<file path="config.mk">
export PLATFORM = sky130hd
export DESIGN_NAME = patch_scheduler
export DESIGN_NICKNAME = d
export VERILOG_FILES = /design/src/rtl/rconv_pkg.sv /design/src/rtl/patch_scheduler_axis_stepper.sv /design/src/rtl/patch_scheduler.sv
export SDC_FILE = /design/constraint.sdc
export NUM_CORES = 1
export LEC_CHECK = 0
export BUFFER_PORTS_ARGS = -buffer_cell sky130_fd_sc_hd__buf_2
export CAP_MARGIN = 20
export CORE_MARGIN = 2
export CORE_UTILIZATION = 35
export DETAILED_ROUTE_END_ITERATION = 6
export SKIP_CTS_REPAIR_TIMING = 1
export SLEW_MARGIN = 25
export SYNTH_ARGS = -nofsm -noshare
export SYNTH_HDL_FRONTEND = slang
export SYNTH_SLANG_ARGS = --single-unit
</file>
<file path="constraint.sdc">
create_clock -name clk -period 8.6 [get_ports clk]
set_clock_uncertainty 0.15 [all_clocks]
set_input_delay 0.43 -clock clk [delete_from_list [all_inputs] [get_ports clk]]
set_output_delay 0.43 -clock clk [all_outputs]
set_load 0.01 [all_outputs]
</file>
<file path="src/rtl/rconv_pkg.sv">
// Shared types and constants for the convolution front-end: scheduler states,
// legal patch sizes and the row batching used to split row_idx into cycle_counts/k.
package rconv_pkg;

    typedef enum logic [1:0] {
        ST_IDLE,
        ST_CFG,
        ST_RUN,
        ST_DONE
    } state_t;

    localparam int ROWS_PER_BATCH = 8;
    localparam int ROW_SHIFT      = $clog2(ROWS_PER_BATCH);

    localparam logic [2:0] PATCH_LEGAL [3] = '{3'd3, 3'd5, 3'd7};

    function automatic logic patch_legal(input logic [2:0] p);
        logic ok;
        ok = 1'b0;
        for (int i = 0; i < 3; i++) begin
            if (p == PATCH_LEGAL[i]) ok = 1'b1;
        end
        return ok;
    endfunction

    // Coordinate width able to hold 0..n inclusive.
    function automatic int coord_w(input int n);
        return $clog2(n) + 1;
    endfunction

endpackage

</file>
<file path="src/rtl/patch_scheduler_axis_stepper.sv">
// One sweep axis: advances a patch coordinate by stride and flags when the next
// step would pass the last legal origin, in which case the coordinate wraps to 0.
module axis_stepper
    import rconv_pkg::*;
#(
    parameter int W = 6
) (
    input  logic [W-1:0] pos,
    input  logic [W-1:0] lim,
    input  logic [2:0]   stride,
    input  logic         step,
    input  logic         clear,
    output logic [W-1:0] pos_next,
    output logic         wrap
);

    // One bit wider than the coordinate so pos+stride can never alias.
    logic [W:0] sum;

    assign sum  = {1'b0, pos} + (W+1)'(stride);
    assign wrap = sum > {1'b0, lim};

    always_comb begin
        pos_next = pos;
        if (clear) begin
            pos_next = '0;
        end else if (step) begin
            pos_next = wrap ? '0 : sum[W-1:0];
        end
    end

endmodule

</file>
<file path="src/rtl/patch_scheduler.sv">
// Sweeps every legal patch origin of a latched convolution config in row-major
// order and hands each position to addr_gen over a valid/ready handshake.
module patch_scheduler
    import rconv_pkg::*;
#(
    parameter int  WIDTH  = 32,
    parameter int  HEIGHT = 32,
    localparam int CW     = coord_w(WIDTH),
    localparam int CH     = coord_w(HEIGHT)
) (
    input  logic          clk,
    input  logic          rst,
    input  logic          start,
    input  logic          abort,
    input  logic [2:0]    patch_size,
    input  logic [2:0]    stride,
    input  logic [CW-1:0] image_width,
    input  logic [CH-1:0] image_height,
    input  logic          out_ready,
    output logic          out_valid,
    output logic [CW-1:0] xcor,
    output logic [CH-1:0] ycor,
    output logic [5:0]    cycle_counts,
    output logic [2:0]    k,
    output logic          last_in_row,
    output logic          last,
    output logic          busy,
    output logic          done,
    output logic          cfg_err
);

    state_t        state, state_next;
    logic [2:0]    patch_q, stride_q;
    logic [CW-1:0] width_q, xlim_q, x_q, x_next;
    logic [CH-1:0] height_q, ylim_q, y_q, y_next, row_q;
    logic          x_wrap, y_wrap;
    logic          cfg_bad, accept, run_clear;

    assign cfg_bad = !patch_legal(patch_q) || (stride_q == 3'd0) ||
                     (CW'(patch_q) > width_q) || (CH'(patch_q) > height_q);

    assign accept    = (state == ST_RUN) && out_ready && !abort;
    assign run_clear = (state == ST_CFG);

    axis_stepper #(.W(CW)) u_x_step (
        .pos      (x_q),
        .lim      (xlim_q),
        .stride   (stride_q),
        .step     (accept),
        .clear    (run_clear),
        .pos_next (x_next),
        .wrap     (x_wrap)
    );

    // y only moves when x has run off the end of its row.
    axis_stepper #(.W(CH)) u_y_step (
        .pos      (y_q),
        .lim      (ylim_q),
        .stride   (stride_q),
        .step     (accept && x_wrap),
        .clear    (run_clear),
        .pos_next (y_next),
        .wrap     (y_wrap)
    );

    always_ff @(posedge clk) begin
        if (rst) begin
            state    <= ST_IDLE;
            patch_q  <= '0;
            stride_q <= '0;
            width_q  <= '0;
            height_q <= '0;
            xlim_q   <= '0;
            ylim_q   <= '0;
            x_q      <= '0;
            y_q      <= '0;
            row_q    <= '0;
        end else begin
            state <= state_next;
            if (state == ST_IDLE && start && !abort) begin
                patch_q  <= patch_size;
                stride_q <= stride;
                width_q  <= image_width;
                height_q <= image_height;
            end
            if (state == ST_CFG) begin
                xlim_q <= width_q - CW'(patch_q);
                ylim_q <= height_q - CH'(patch_q);
                row_q  <= '0;
            end else if (accept && x_wrap && !y_wrap) begin
                row_q <= row_q + 1'b1;
            end
            x_q <= x_next;
            y_q <= y_next;
        end
    end

    always_comb begin
        state_next = state;
        out_valid  = 1'b0;
        busy       = 1'b0;
        done       = 1'b0;
        cfg_err    = 1'b0;
        unique case (state)
            ST_IDLE: begin
                if (start) state_next = ST_CFG;
            end
            ST_CFG: begin
                busy       = 1'b1;
                cfg_err    = cfg_bad;
                state_next = cfg_bad ? ST_IDLE : ST_RUN;
            end
            ST_RUN: begin
                busy      = 1'b1;
                out_valid = 1'b1;
                if (accept && x_wrap && y_wrap) state_next = ST_DONE;
            end
            ST_DONE: begin
                busy       = 1'b1;
                done       = 1'b1;
                state_next = ST_IDLE;
            end
            default: state_next = ST_IDLE;
        endcase
        if (abort) state_next = ST_IDLE;
    end

    // Position fields are forced to zero whenever no beat is being offered.
    assign xcor         = out_valid ? CW'(x_q + 1'b1) : '0;
    assign ycor         = out_valid ? y_q : '0;
    assign cycle_counts = out_valid ? 6'((row_q >> ROW_SHIFT) + 1'b1) : '0;
    assign k            = out_valid ? row_q[ROW_SHIFT-1:0] : '0;
    assign last_in_row  = out_valid && x_wrap;
    assign last         = out_valid && x_wrap && y_wrap;

endmodule

</file>
* After elaboration in Yosys (flattened, before gate mapping)
Cells that the tools add are included.
** Operators by class
- Add/sub/neg operators :: 7
- Magnitude comparators :: 4
- Eq/ne operators :: 8
- Multiplexer cells :: 17
- Reductions and logical operators :: 21
** Operators with widths (number)
- $mux 6 :: 4
- $add 6x3->7 :: 2
- $gt 7x6->1 :: 2
- $add 6x1->6 const B :: 2
- $gt 3x6->1 :: 2
- $sub 6x3->6 :: 2
- $logic_and 1x1->1 :: 9
- $pmux 2 s4 :: 1
- $mux 1 :: 7
- $eq 3x3->1 const B :: 2
- $mux 2 :: 3
- $add 3x1->4 const B :: 1
- $eq 2x2->1 const B :: 2
- $mux 4 :: 1
- $reduce_or 2->1 :: 2
- $eq 3x2->1 const B :: 1
- $logic_not 1->1 :: 3
- $logic_not 3->1 :: 1
- $logic_or 1x1->1 :: 3
- $mux 3 :: 1
- $reduce_or 3->1 :: 1
- $eq 2x1->1 const B :: 1
- $logic_not 2->1 :: 1
- $ne 2x1->1 const B :: 1
- other kinds (2) :: 2
** Word-level totals
- Flip-flop bits (word level) :: 50
- Bits of input ports :: 23
- Output and inout port bits :: 27
- Logic and storage cells :: 67

* Longest topological paths before layout
- Word-level depth :: 10
- Gate-level depth with buffers :: 13
- Depth with buffers taken out :: 12

* Hierarchy
A second synthesis with hierarchy kept.
** Second synthesis, totals
- Cells, all modules :: 388
- Area total of the unflattened synthesis :: 3218.1 um^2
** Modules (own cells, without submodules)
- patch_scheduler :: instances 1, cells an instance 278, area an instance 2329.7 um^2, seq. area each 1001.0 um^2
- axis_stepper at u_x_step :: instances 1, cells an instance 55, area an instance 454.2 um^2, seq. area each 0.0 um^2
- axis_stepper at u_y_step :: instances 1, cells an instance 55, area an instance 434.2 um^2, seq. area each 0.0 um^2

* Worst setup path before layout
OpenSTA, ideal clock, no wires.
- Path type :: register to output
- From :: register stride_q[0]
- To :: output last
- Arrival time :: 2631 ps
- Required time :: 8020 ps
- Path slack :: 5389 ps
- Stages on the path, launching flop included :: 12
- Buffers on the path :: 0
- Cells stage by stage :: dfxtp_1 -> ha_1 -> fa_1 -> a21oi_1 -> or2b_1 -> xnor2_1 -> ha_1 -> and3_1 -> a21boi_1 -> a2bb2oi_1 -> nor2_1 -> nor3_1
** Between the ends
- Word-level cells in the longest chain between the ends :: 4
- Elaborated cells on any way between the ends :: 6
** RTL lines
- start, declared :: line patch_scheduler.sv:33 : logic [2:0] patch_q, stride_q;
- start signal, assigned :: line patch_scheduler.sv:82 : stride_q <= stride;
- $add 6x3->7 :: line patch_scheduler_axis_stepper.sv:20 : assign sum = {1'b0, pos} + (W+1)'(stride);
- $gt 7x6->1 :: line patch_scheduler_axis_stepper.sv:21 : assign wrap = sum > {1'b0, lim};
- $logic_and 1x1->1 :: line patch_scheduler.sv:134 : assign last = out_valid && x_wrap && y_wrap;
- $logic_and 1x1->1 (*) :: line patch_scheduler.sv:134
- end, declared :: line patch_scheduler.sv:26 : output logic last,
Every way passes the cells marked *; elsewhere a longest branch is shown, timed or not.

* Final worst setup path
Same ends and word-level chain as after synthesis.

==> impl_results.md <==
- Status: completed
- Clock power frac: 32.9%
- Number of synthesized flops with an enable pin: 0
- DR vias/cell: 4.77
- Pwr Density: 135 nW/um^2
- Seq pwr share: 52.3%
- Rows: 34
- P_sw: 126 uW
- Number of maximum-capacitance violations: 0
- Xor-xnor portion of the synthesized cell area: 6.87%
- Count of final setup violators: 0
- CTS tree: built
- Die area: 9510 sq um
- Cell family contributing the most delay on the critical path: adder cells
- Ant. Diodes: 0
- RSZ-0062 raised after global routing: false
- Tightest Pin Transition: 774 ps
- Post-synth cell types: 44
- Syn_area_per_cell: 8.05 sq um
- Finished Core Util: 40.2%
- Hold Fails Final Rpt: 0
- Synthesized instance count: 380
- H-tree depth: 2
- Worst Path Arrival: 3460 ps
- Worst Path Required: 8020 ps
- Grt ovf: 0
- Total vias in the final route: 2510
- Leakage: 0.00146 uW
- Worst-Skew Late Latency: 310 ps
- CP max-delay cell: fa_1
- CP cell instances: ha_1, fa_1, a21oi_1, or2b_1, xnor2_1, ha_1, and3_1, a21boi_1, a2bb2oi_1, nor2_1, nor3_1, buf_2
- Period minus WS final: 4040 ps
- Fraction of layout cells with a size suffix above 1: 15.3%
- Comb power frac: 14.8%
- Die height: 97.5 um
- Crit-path most repeated cell: ha_1
- Gr usage total: 13.8%
- Min-delay worst type: primary input to flop
- Final period utilization: 47.0%
- Worst Setup End Kind: primary output
- Critical path class: flop to primary output
- Clock Path Buffers: 2
- P&R area growth vs syn: 12.8%
- Mux share of post-synthesis cell area: 0.327%
- Adder-Cell Fraction of Synth Area: 13.7%
- Sw Ratio: 27.1%
- Ports: 50
- Clk sinks: 50
- Core area: 8590 sq um
- TritonCTS Buffers: 5
- Compound-Gate Fraction of Synth Area: 14.0%
- Worst vdd rail ir drop: 0.0933 mV
- Register area share after synthesis: 32.7%
- DR iter-0 viols: 69
- NumNets Final: 471
- Initial Utilization: 35.6%
- Synth area leaders: dfxtp_1 33%, ha_1 11%, nand2_1 6.7%
- Initial antenna violation count: 0
- Synth warnings: 0
- Setup TNS: 0 ps
- Placer Congestion: 0.846
- Post-synth top flop: dfxtp_1
- DIE WIDTH: 97.5 um
- Per-cell routed wire length: 12.4 um
- First-pass GRT wire length: 10800 um
- Combinational family with the most area after synthesis: simple AND/OR/NAND/NOR gates
- Ys async rst share: 0%
- Drt pass-1 iters: 4
- Worst setup SP type: flop
- Top cell type's share of synthesized area: 32.7%
- Max-slew violations: 0
- Internal power: 340 uW
- Number of global-route vias before repair: 2341
- # port buffers: 47
- Clock Pin Slew Worst Setup and Hold Paths: 90 ps
- Final wirelength: 6540 um
- Relative slew margins: 48.2%
- Leading area contributor after synthesis: dfxtp_1
- Crit path buf inv count: 1
- Fmax: 248 MHz
- Synthesized area: 3060 sq um
- #FFs+latches synth: 50
- Crit Path Max Fanout: 4
- DR DRC count: 0
- Crit-path max cell delay: 410 ps
- Post-DP HPWL: 5010 um
- Largest net degree at the start of global routing: 35
- Clk root buf: clkbuf_8
- Post-route ant nets: 0
- Simple-gate share of the synthesized area: 26.4%
-- flip-flops by register name (all words and copies together), names as in the netlist, named ones only --
signal	flops
stride_q	3
width_q	6
y_q	6
patch_q	3
state	1
height_q	6
ylim_q	6
x_q	6
xlim_q	6
row_q	6
-- power groups by stage --
stage	clock network, uW	logic, uW	registers, uW
2_1_floorplan	0	52.1	248
3_3_place_gp	0	66.9	249
3_5_place_dp	0	69.0	249
4_1_cts	158	69.4	244
5_1_grt	167	78.5	245
6_report	154	69.0	244
-- metrics by stage --
stage / total power (uW) / worst slack [ps] / hold slack, ps / cells / cell area (sq um)
after global routing: 490 / 4370 / 192 / 526 / 3450
after CTS: 471 / 4590 / 193 / 526 / 3450
after global placement: 316 / 5070 / 294 / 518 / 3340
after floorplan: 300 / 5390 / 282 / 381 / 3060
final: 466 / 4560 / 199 / 526 / 3450
after detailed placement: 318 / 4920 / 295 / 518 / 3340
-- worst paths after layout --
| path | startpoint | end | slack (ps) | cells past startpoint |
|---|---|---|---|---|
| min reg2reg | ylim_q[2] | ylim_q[2] | 310 | 2 |
| min | patch_size[1] | patch_q[1] | 200 | 3 |
| max | stride_q[0] | last | 4560 | 12 |
| max reg2reg | stride_q[0] | row_q[3] | 4890 | 12 |
-- synth_stat cells (all sizes together) (2+ instances only) --
cell     n
a211oi  10
a21o     3
a21oi   36
a22oi    5
and2    12
and3     3
buf      6
clkbuf  12
dfxtp   50
fa       4
ha      27
inv     24
nand2   55
nand2b   3
nand3    8
nand3b   3
nor2    46
nor2b    6
nor3    12
nor4     2
o211ai   3
o21ai    7
or3      5
xnor2   14
xor2    10
-- cell type report --
class                           instances  area [sq um]
Fill cell                             914          5140
Multi-Input combinational cell        289          1880
Sequential cell                        50          1000
Timing Repair Buffer                   47           235
Tap cell                              108           135
Clock buffer                            7          96.3
Inverter                               24          90.1
Clock inverter                          1          8.76
-- metal layers --
| layer | vias to the layer above | track usage, % | part of all wire, % |
|---|---|---|---|
| li1 | 1343 | - | - |
| met1 | 1086 | 19.9 | 51 |
| met2 | 68 | 20.9 | 42 |
| met3 | 13 | 3.09 | 5.6 |
| met4 | 0 | 3.74 | 1.5 |
| met5 | - | 0 | 0 |
-- worst min-delay path: cells and delay by family --
kind | cells | cell delay, ps
AOI/OAI and AO/OA | 1 | 50
and+or+nand+nor | 1 | 40
buffers and inverters | 1 | 90
-- placed cells by master (no fill, tap or decap), drive strengths merged, types with 6 or more instances in the layout --
cell type  count
a211oi        10
o21ai          7
nor2          46
ha            27
a21oi         36
nand3          8
nand2         55
dfxtp         50
and2          12
inv           24
clkbuf         7
buf           47
nor3          12
xnor2         14
xor2          10
nor2b          6
-- cell families after synthesis --
logic type               after synthesis
AO/OA/AOI/OAI                         70
XOR/XNOR                              24
adder cells (fa/ha/maj)               31
buffers and inverters                 42
flip-flops                            50
multiplexers                           1
other                                  1
AND/OR/NAND/NOR                      161
(Power assumes the default switching activity.)
